$ cat src/rtl/fetch_pkg.sv
// fetch_pkg: shared constants and types for the fetch stage
package fetch_pkg;
   localparam logic [31:0] NOP_INSTR        = 32'h0000_0013;
   localparam logic [31:0] RESET_PC_DEFAULT = 32'h0000_0000;
   typedef enum logic [1:0] {PC_SEQ, PC_HOLD, PC_BRANCH, PC_TRAP} next_pc_sel_t;
   typedef struct packed {
      logic [31:0] pc;
      logic [31:0] pc_plus4;
      logic [31:0] instr;
      logic        valid;
   } if_id_t;
endpackage

$ cat src/rtl/next_pc_sel.sv
// next_pc_sel: priority select of the next PC (trap > branch > stall > sequential); FETCH_MISALIGN_CHECK_EN adds target_misaligned
module next_pc_sel
   import fetch_pkg::*;
(
   input  logic [31:0]  pc,
   input  logic         stall,
   input  logic         branch_taken,
   input  logic [31:0]  branch_target,
   input  logic         trap_req,
   input  logic [31:0]  trap_vector,
   output next_pc_sel_t sel,
   output logic [31:0]  next_pc
`ifdef FETCH_MISALIGN_CHECK_EN
   ,output logic        target_misaligned
`endif
);
   logic [31:0] target;
   // select source, then force redirect targets onto a word boundary
   always_comb begin
      sel     = trap_req ? PC_TRAP : branch_taken ? PC_BRANCH : stall ? PC_HOLD : PC_SEQ;
      target  = trap_req ? trap_vector : branch_target;
      next_pc = sel == PC_SEQ ? pc + 32'd4 : sel == PC_HOLD ? pc : target & ~32'd3;
   end
`ifdef FETCH_MISALIGN_CHECK_EN
   assign target_misaligned = (trap_req | branch_taken) & (|target[1:0]);
`endif
endmodule

$ cat src/rtl/fetch_unit.sv
// fetch_unit: RV32I fetch stage holding the PC and IF/ID register; FETCH_MISALIGN_CHECK_EN enables fetch_misaligned
module fetch_unit
   import fetch_pkg::*;
#(
   parameter logic [31:0] RESET_PC   = RESET_PC_DEFAULT,
   parameter int          IMEM_DEPTH = 256
) (
   input  logic        clk,
   input  logic        reset,
   input  logic        stall,
   input  logic        branch_taken,
   input  logic [31:0] branch_target,
   input  logic        trap_req,
   input  logic [31:0] trap_vector,
   input  logic [31:0] Instruction,
   output logic [31:0] PC_Value,
   output logic [31:0] if_id_pc,
   output logic [31:0] if_id_pc_plus4,
   output logic [31:0] if_id_instr,
   output logic        if_id_valid,
   output logic        fetch_oor
`ifdef FETCH_MISALIGN_CHECK_EN
   ,output logic       fetch_misaligned
`endif
);
   logic [31:0]  pc;
   logic [31:0]  next_pc;
   next_pc_sel_t sel;
   if_id_t       if_id;
`ifdef FETCH_MISALIGN_CHECK_EN
   logic         target_misaligned;
`endif

   next_pc_sel u_sel (
      .pc                (pc),
      .stall             (stall),
      .branch_taken      (branch_taken),
      .branch_target     (branch_target),
      .trap_req          (trap_req),
      .trap_vector       (trap_vector),
      .sel               (sel),
      .next_pc           (next_pc)
`ifdef FETCH_MISALIGN_CHECK_EN
      ,.target_misaligned(target_misaligned)
`endif
   );

   assign PC_Value       = pc;
   assign fetch_oor      = pc >= 32'(IMEM_DEPTH * 4);
   assign if_id_pc       = if_id.pc;
   assign if_id_pc_plus4 = if_id.pc_plus4;
   assign if_id_instr    = if_id.instr;
   assign if_id_valid    = if_id.valid;

   // PC advance and IF/ID capture; redirects and out-of-range fetches load a bubble, stall holds
   always_ff @(posedge clk or posedge reset) begin
      if (reset) begin
         pc    <= RESET_PC;
         if_id <= if_id_t'{pc: 32'd0, pc_plus4: 32'd4, instr: NOP_INSTR, valid: 1'b0};
      end else begin
         pc <= next_pc;
         if (sel != PC_HOLD)
            if_id <= (sel == PC_SEQ && !fetch_oor)
                     ? if_id_t'{pc: pc, pc_plus4: pc + 32'd4, instr: Instruction, valid: 1'b1}
                     : if_id_t'{pc: pc, pc_plus4: pc + 32'd4, instr: NOP_INSTR, valid: 1'b0};
      end
   end

`ifdef FETCH_MISALIGN_CHECK_EN
   // one-cycle flag after a redirect whose target had nonzero low bits
   always_ff @(posedge clk or posedge reset) begin
      if (reset) fetch_misaligned <= 1'b0;
      else       fetch_misaligned <= target_misaligned;
   end
`endif
endmodule
$ cat config.mk
export PLATFORM = sky130hd
export DESIGN_NAME = fetch_unit
export DESIGN_NICKNAME = d
export VERILOG_FILES = /design/src/rtl/fetch_pkg.sv /design/src/rtl/next_pc_sel.sv /design/src/rtl/fetch_unit.sv
export SDC_FILE = /design/constraint.sdc
export NUM_CORES = 1
export LEC_CHECK = 0
export CAP_MARGIN = 30
export CORE_AREA = 2 2 121 123
export CTS_BUF_LIST = sky130_fd_sc_hd__clkbuf_4 sky130_fd_sc_hd__clkbuf_8
export CTS_CLUSTER_DIAMETER = 80
export DETAILED_ROUTE_END_ITERATION = 7
export DIE_AREA = 0 0 123 125
export PLACE_DENSITY = 0.84
export SLEW_MARGIN = 20
export SYNTH_ARGS = -nofsm -noshare
export SYNTH_HDL_FRONTEND = slang
export SYNTH_HIERARCHICAL = 1
export SYNTH_SLANG_ARGS = --single-unit
export TNS_END_PERCENT = 5
$ cat constraint.sdc
create_clock -name clk -period 5.6 [get_ports clk]
set_input_delay 1.12 -clock clk [delete_from_list [all_inputs] [get_ports clk]]
set_output_delay 1.12 -clock clk [all_outputs]
set_load 0.05 [all_outputs]
# Word level (Yosys, flattened, before mapping)
# Index checks and enable logic that the tools add are counted.
# op_classes
mux,7
reduce_logical,3
eq_ne,3
order_cmp,1
n_addsub,1
# op_table
op,n
32-bit 2-to-1 mux,3
33-bit 2-to-1 mux,1
"32-bit by 3-bit adder with 32-bit output, second input constant",1
"32-bit by 11-bit >= comparator with 1-bit output, second input constant",1
2-bit 2-to-1 mux,2
"2-bit by 1-bit equality test with 1-bit output, second input constant",1
2-bit zero test,1
"2-bit by 1-bit inequality test with 1-bit output, second input constant",1
"2-bit inequality test, second input constant",1
1-bit logical AND,1
1-bit zero test,1
1-bit 2-to-1 mux,1
# totals
out_inout_bits,130
register_bits,129

# Depth between registers and ports, before layout
# depth
depth_word,6
mapped_depth,10
mapped_depth_nobuf,6

# Cells and area by module
# The synthesis kept the hierarchy.
# by_module_without_submodules
module,cells_each,n_inst,area_per_inst_um2
fetch_unit,451,1,5043.6
next_pc_sel,224,1,1391.3

# Least setup slack after synthesis
# Ideal clock, no wire load.
# synth_path
kind,input port to flip-flop
start,in trap_req
end,"reg if_id, in the netlist if_id_pc_plus4[13]"
t_required_ns,5.517
n_path_buf,6
arrival_ns,3.182
stages,10
path_slack_ns,2.335
setup_ns,0.083
path_cell_list,clkbuf_1 -> buf_1 -> clkbuf_1 -> or2_2 -> nor2b_1 -> clkbuf_1 -> clkbuf_1 -> clkbuf_1 -> nand2_1 -> o21ai_0
# synth_via
elab_chain_cells,2
# synth_rtl
item,line_no,text
from (decl),fetch_unit.sv:13,"input logic trap_req,"
2-bit 2-to-1 mux,next_pc_sel.sv:20,sel = trap_req ? PC_TRAP : branch_taken ? PC_BRANCH : stall ? PC_HOLD : PC_SEQ;
named net sel[0],fetch_unit.sv:28,next_pc_sel_t sel;
2-bit by 1-bit inequality test with 1-bit output,fetch_unit.sv:62,if (sel != PC_HOLD)
to (signal assigned),fetch_unit.sv:59,"if_id <= if_id_t'{pc: 32'd0, pc_plus4: 32'd4, instr: NOP_INSTR, valid: 1'b0};"
to (signal assigned),fetch_unit.sv:63,if_id <= (sel == PC_SEQ && !fetch_oor)
to (decl),fetch_unit.sv:29,if_id_t if_id;
# The timed path passes the listed nets, and every way through them passes these cells.
# A chain may end at the register's enable or synchronous reset.

# Final worst setup path
# layout_path
start,"reg pc[14], in the netlist PC_Value[14]"
end,out fetch_oor
# layout_via
elab_chain_cells,1
# layout_rtl
item,line_no,text
from (decl),fetch_unit.sv:26,logic [31:0] pc;
from (signal assigned),fetch_unit.sv:61,pc <= next_pc;
32-bit by 11-bit >= comparator with 1-bit output,fetch_unit.sv:49,assign fetch_oor = pc >= 32'(IMEM_DEPTH * 4);
to (decl),fetch_unit.sv:21,output logic fetch_oor
# Every way passes these cells.

==> impl_metrics.ini <==
[logic_synthesis]
synth.top_cell.area_share_pct = 47.8
synth_nets = 779
yosysUniqueCellTypes = 51
ys_ff_latch = 127
yosysTopAreaCell = dfrtp_1
synth.mux.area_fraction_pct = 0.778
synthFlopType = dfrtp_1
synth_simple_gate_area_share_pct = 23.9
synth-edff-count = 0
netlist_instances = 675
synth_top_family_by_area = simple AND/OR/NAND/NOR gates
synthTopCellsByArea = dfrtp_1, nand2_1, a22o_1
synth_xor_area_share_pct = 5.17
async_reset_ff_share_pct = 100
syn_area_um2 = 6430
yosys_warnings = 6
ys_seq_area_share_pct = 49.5
synth_fa_ha_area_share_pct = 0.583
synth-compound-area-share_pct = 14.6
syn_area_per_cell_um2 = 9.53

[floorplanning]
rows = 44
initial_core_util_pct = 45.3
core_um2 = 14200
dieHeight_um = 125
ios = 231
die_w_um = 123
die_area_um2 = 15400

[hold_path]
hold_path_class = register to register
whs_path_depth = 2

[worst_setup_path]
end_kind = output pin
reg2regPathDepth = 6
worstSetupPathType = register to output pin
start_kind = register
path_max_fanout = 16
critPathRequiredTime_ns = 4.48
crit_arrival_ns = 2.67

[pwr]
p_per_area_nw_per_um2 = 297
leakage_nw = 3.79
vdd_drop_max_mv = 0.145

[cells_and_area]
layout-drive-gt1-share_pct = 7.72
most-common-layout-cells = clkdlybuf4s50_1, nand2_1, dfrtp_1
final_common_cell = clkdlybuf4s50_1
syn2layout_area_growth_pct = 42.8
diodes = 0
nets = 985
design_area_um2 = 9190

[cts]
clkTransAtPathRegs_ns = 0.07
cts_root_buf = clkbuf_8
cts_tree = yes
holdBufCountCts = 0
htreeDepth = 4
cts.sinks = 127
clk_latency_ns = 0.45
cts_buffers = 17
cts_buffer_depth = 2
cts_post_setup_buffers_inserted = 0
cts_resized = 0

[routing]
drt_iter0_drc = 335
dr.pass1.iters = 5
remaining_drc_errors = 0
num_vias = 5843
wl_met2_um = 8540
wl_per_cell_um = 16.6
met3_wirelength_um = 1580
wl_um = 17900
via_per_inst = 5.42
highest_layer = met4
wl_met1_um = 7440
postRouteAntennaNets = 0

[timing]
max_freq_mhz = 264
fin_crit_ns = 3.79
slew-limit-headroom_pct = 42.3
fin_tns_setup_ns = 0
hold_ws_ns = 0.463
worst_pin_slew_ns = 0.865
rsz0062_at_grt = false
slew_violations = 0
finalSetupViolCount = 0
fin_skew_ns = 0.0166
post-route-period-util_pct = 67.8
hold_viol = 0

[run_status]
status = finished clean

[global_routing]
grt_pass1_vias = 5576
grt.total_usage_pct = 24.0
grt_start_max_net_pins = 71
antenna_found_initial = 0
grt-ovfl-total = 0
grt_pass1_wl_um = 28900

[place]
numPortBuffers = 226
place_hpwl_um = 13000
dpl_cell_area_um2 = 8700
place.gp.congestion = 0.834

[run]
cap_violations = 0
[power by group]
group | switching, mW | internal [mW] | leakage [nW]
Clock | 0.344 | 0.557 | 0.238
Sequential | 0.108 | 0.995 | 1.58
Combinational | 0.457 | 0.266 | 1.98
Total | 0.909 | 1.82 | 3.79
[state kept, by name, indices dropped and copies added, names as in the netlist]
register        cells
if_id_instr        32
if_id_pc           30
PC_Value           32
if_id_valid         1
if_id_pc_plus4     32
[synth_stat cells, types with 2 or more instances]
cell type	n
and3_2	3
o21ai_1	2
clkbuf_1	27
buf_1	4
xor2_1	21
a22o_1	29
o31ai_1	11
a211oi_1	8
o21a_1	2
nor2_1	28
and4_1	7
a31oi_1	12
mux2i_1	5
ha_1	3
nand2_1	148
nand2b_1	3
nor2b_1	12
buf_6	6
o211ai_1	7
a22oi_1	5
o22ai_1	2
buf_4	7
o21ai_0	25
nor3_1	4
nand4_1	17
and3_1	6
nand3_1	24
inv_1	14
a21oi_1	22
dfstp_2	4
or3_1	5
xnor2_1	17
clkbuf_8	4
and2_1	5
or4_1	13
nand4_4	2
o221ai_1	10
nor3_2	7
dfrtp_1	123
or2_2	3
nor4_1	8
[worst max-delay path, stage by stage (launching register included)]
cell,delay [ns]
dfrtp_1,0.62
nor4_1,0.34
nand4_1,0.21
or2_2,0.33
clkdlybuf4s50_1,0.73
[cell families (layout without fill, tap and decap cells)]
| group | after synthesis | in the layout |
|---|---|---|
| AO/OA/AOI/OAI | 137 | 137 |
| XOR/XNOR | 38 | 38 |
| adder cells (fa/ha/maj) | 3 | 3 |
| buffers and inverters | 64 | 283 |
| flip-flops | 127 | 127 |
| multiplexers | 5 | 5 |
| AND/OR/NAND/NOR | 301 | 301 |
[final timing paths]
check,start,to,slack (ns)
setup / recovery,PC_Value[14],fetch_oor,1.81
hold / removal,if_id_pc_plus4[3],if_id_pc_plus4[3],0.46
setup reg to reg,PC_Value[2],PC_Value[28],3.07
hold reg to reg,if_id_pc_plus4[3],if_id_pc_plus4[3],0.46
max in group asynchronous,reset,if_id_instr[0],3.61
min in group asynchronous,reset,if_id_pc_plus4[22],1.00
[layer usage]
metal,vias up,track usage [%]
met4,0,9.69
met5,-,0
met2,253,38.5
met3,26,7.16
li1,2812,-
met1,2752,30.2
[stage by stage]
step | setup slack, ns | std cells | utilization, % | total power [mW]
6_report | 1.81 | 1078 | 64.7 | 2.73
3_5_place_dp | 1.83 | 1045 | 61.3 | 1.84
4_1_cts | 1.73 | 1077 | 64.5 | 2.75
3_3_place_gp | 1.84 | 1045 | 61.3 | 1.83
5_1_grt | 1.59 | 1078 | 64.7 | 2.85
2_1_floorplan | 1.10 | 675 | - | 1.54
[layout make-up]
type | instances | area (um2)
inverters | 15 | 58.8
fillers | 1183 | 5020
multi-input cells | 484 | 2910
well taps | 184 | 230
repair buffers | 236 | 2350
flip-flops and latches | 127 | 3180
clock buffers | 26 | 327
clock inverters | 6 | 130
(Power assumes the default switching activity.)
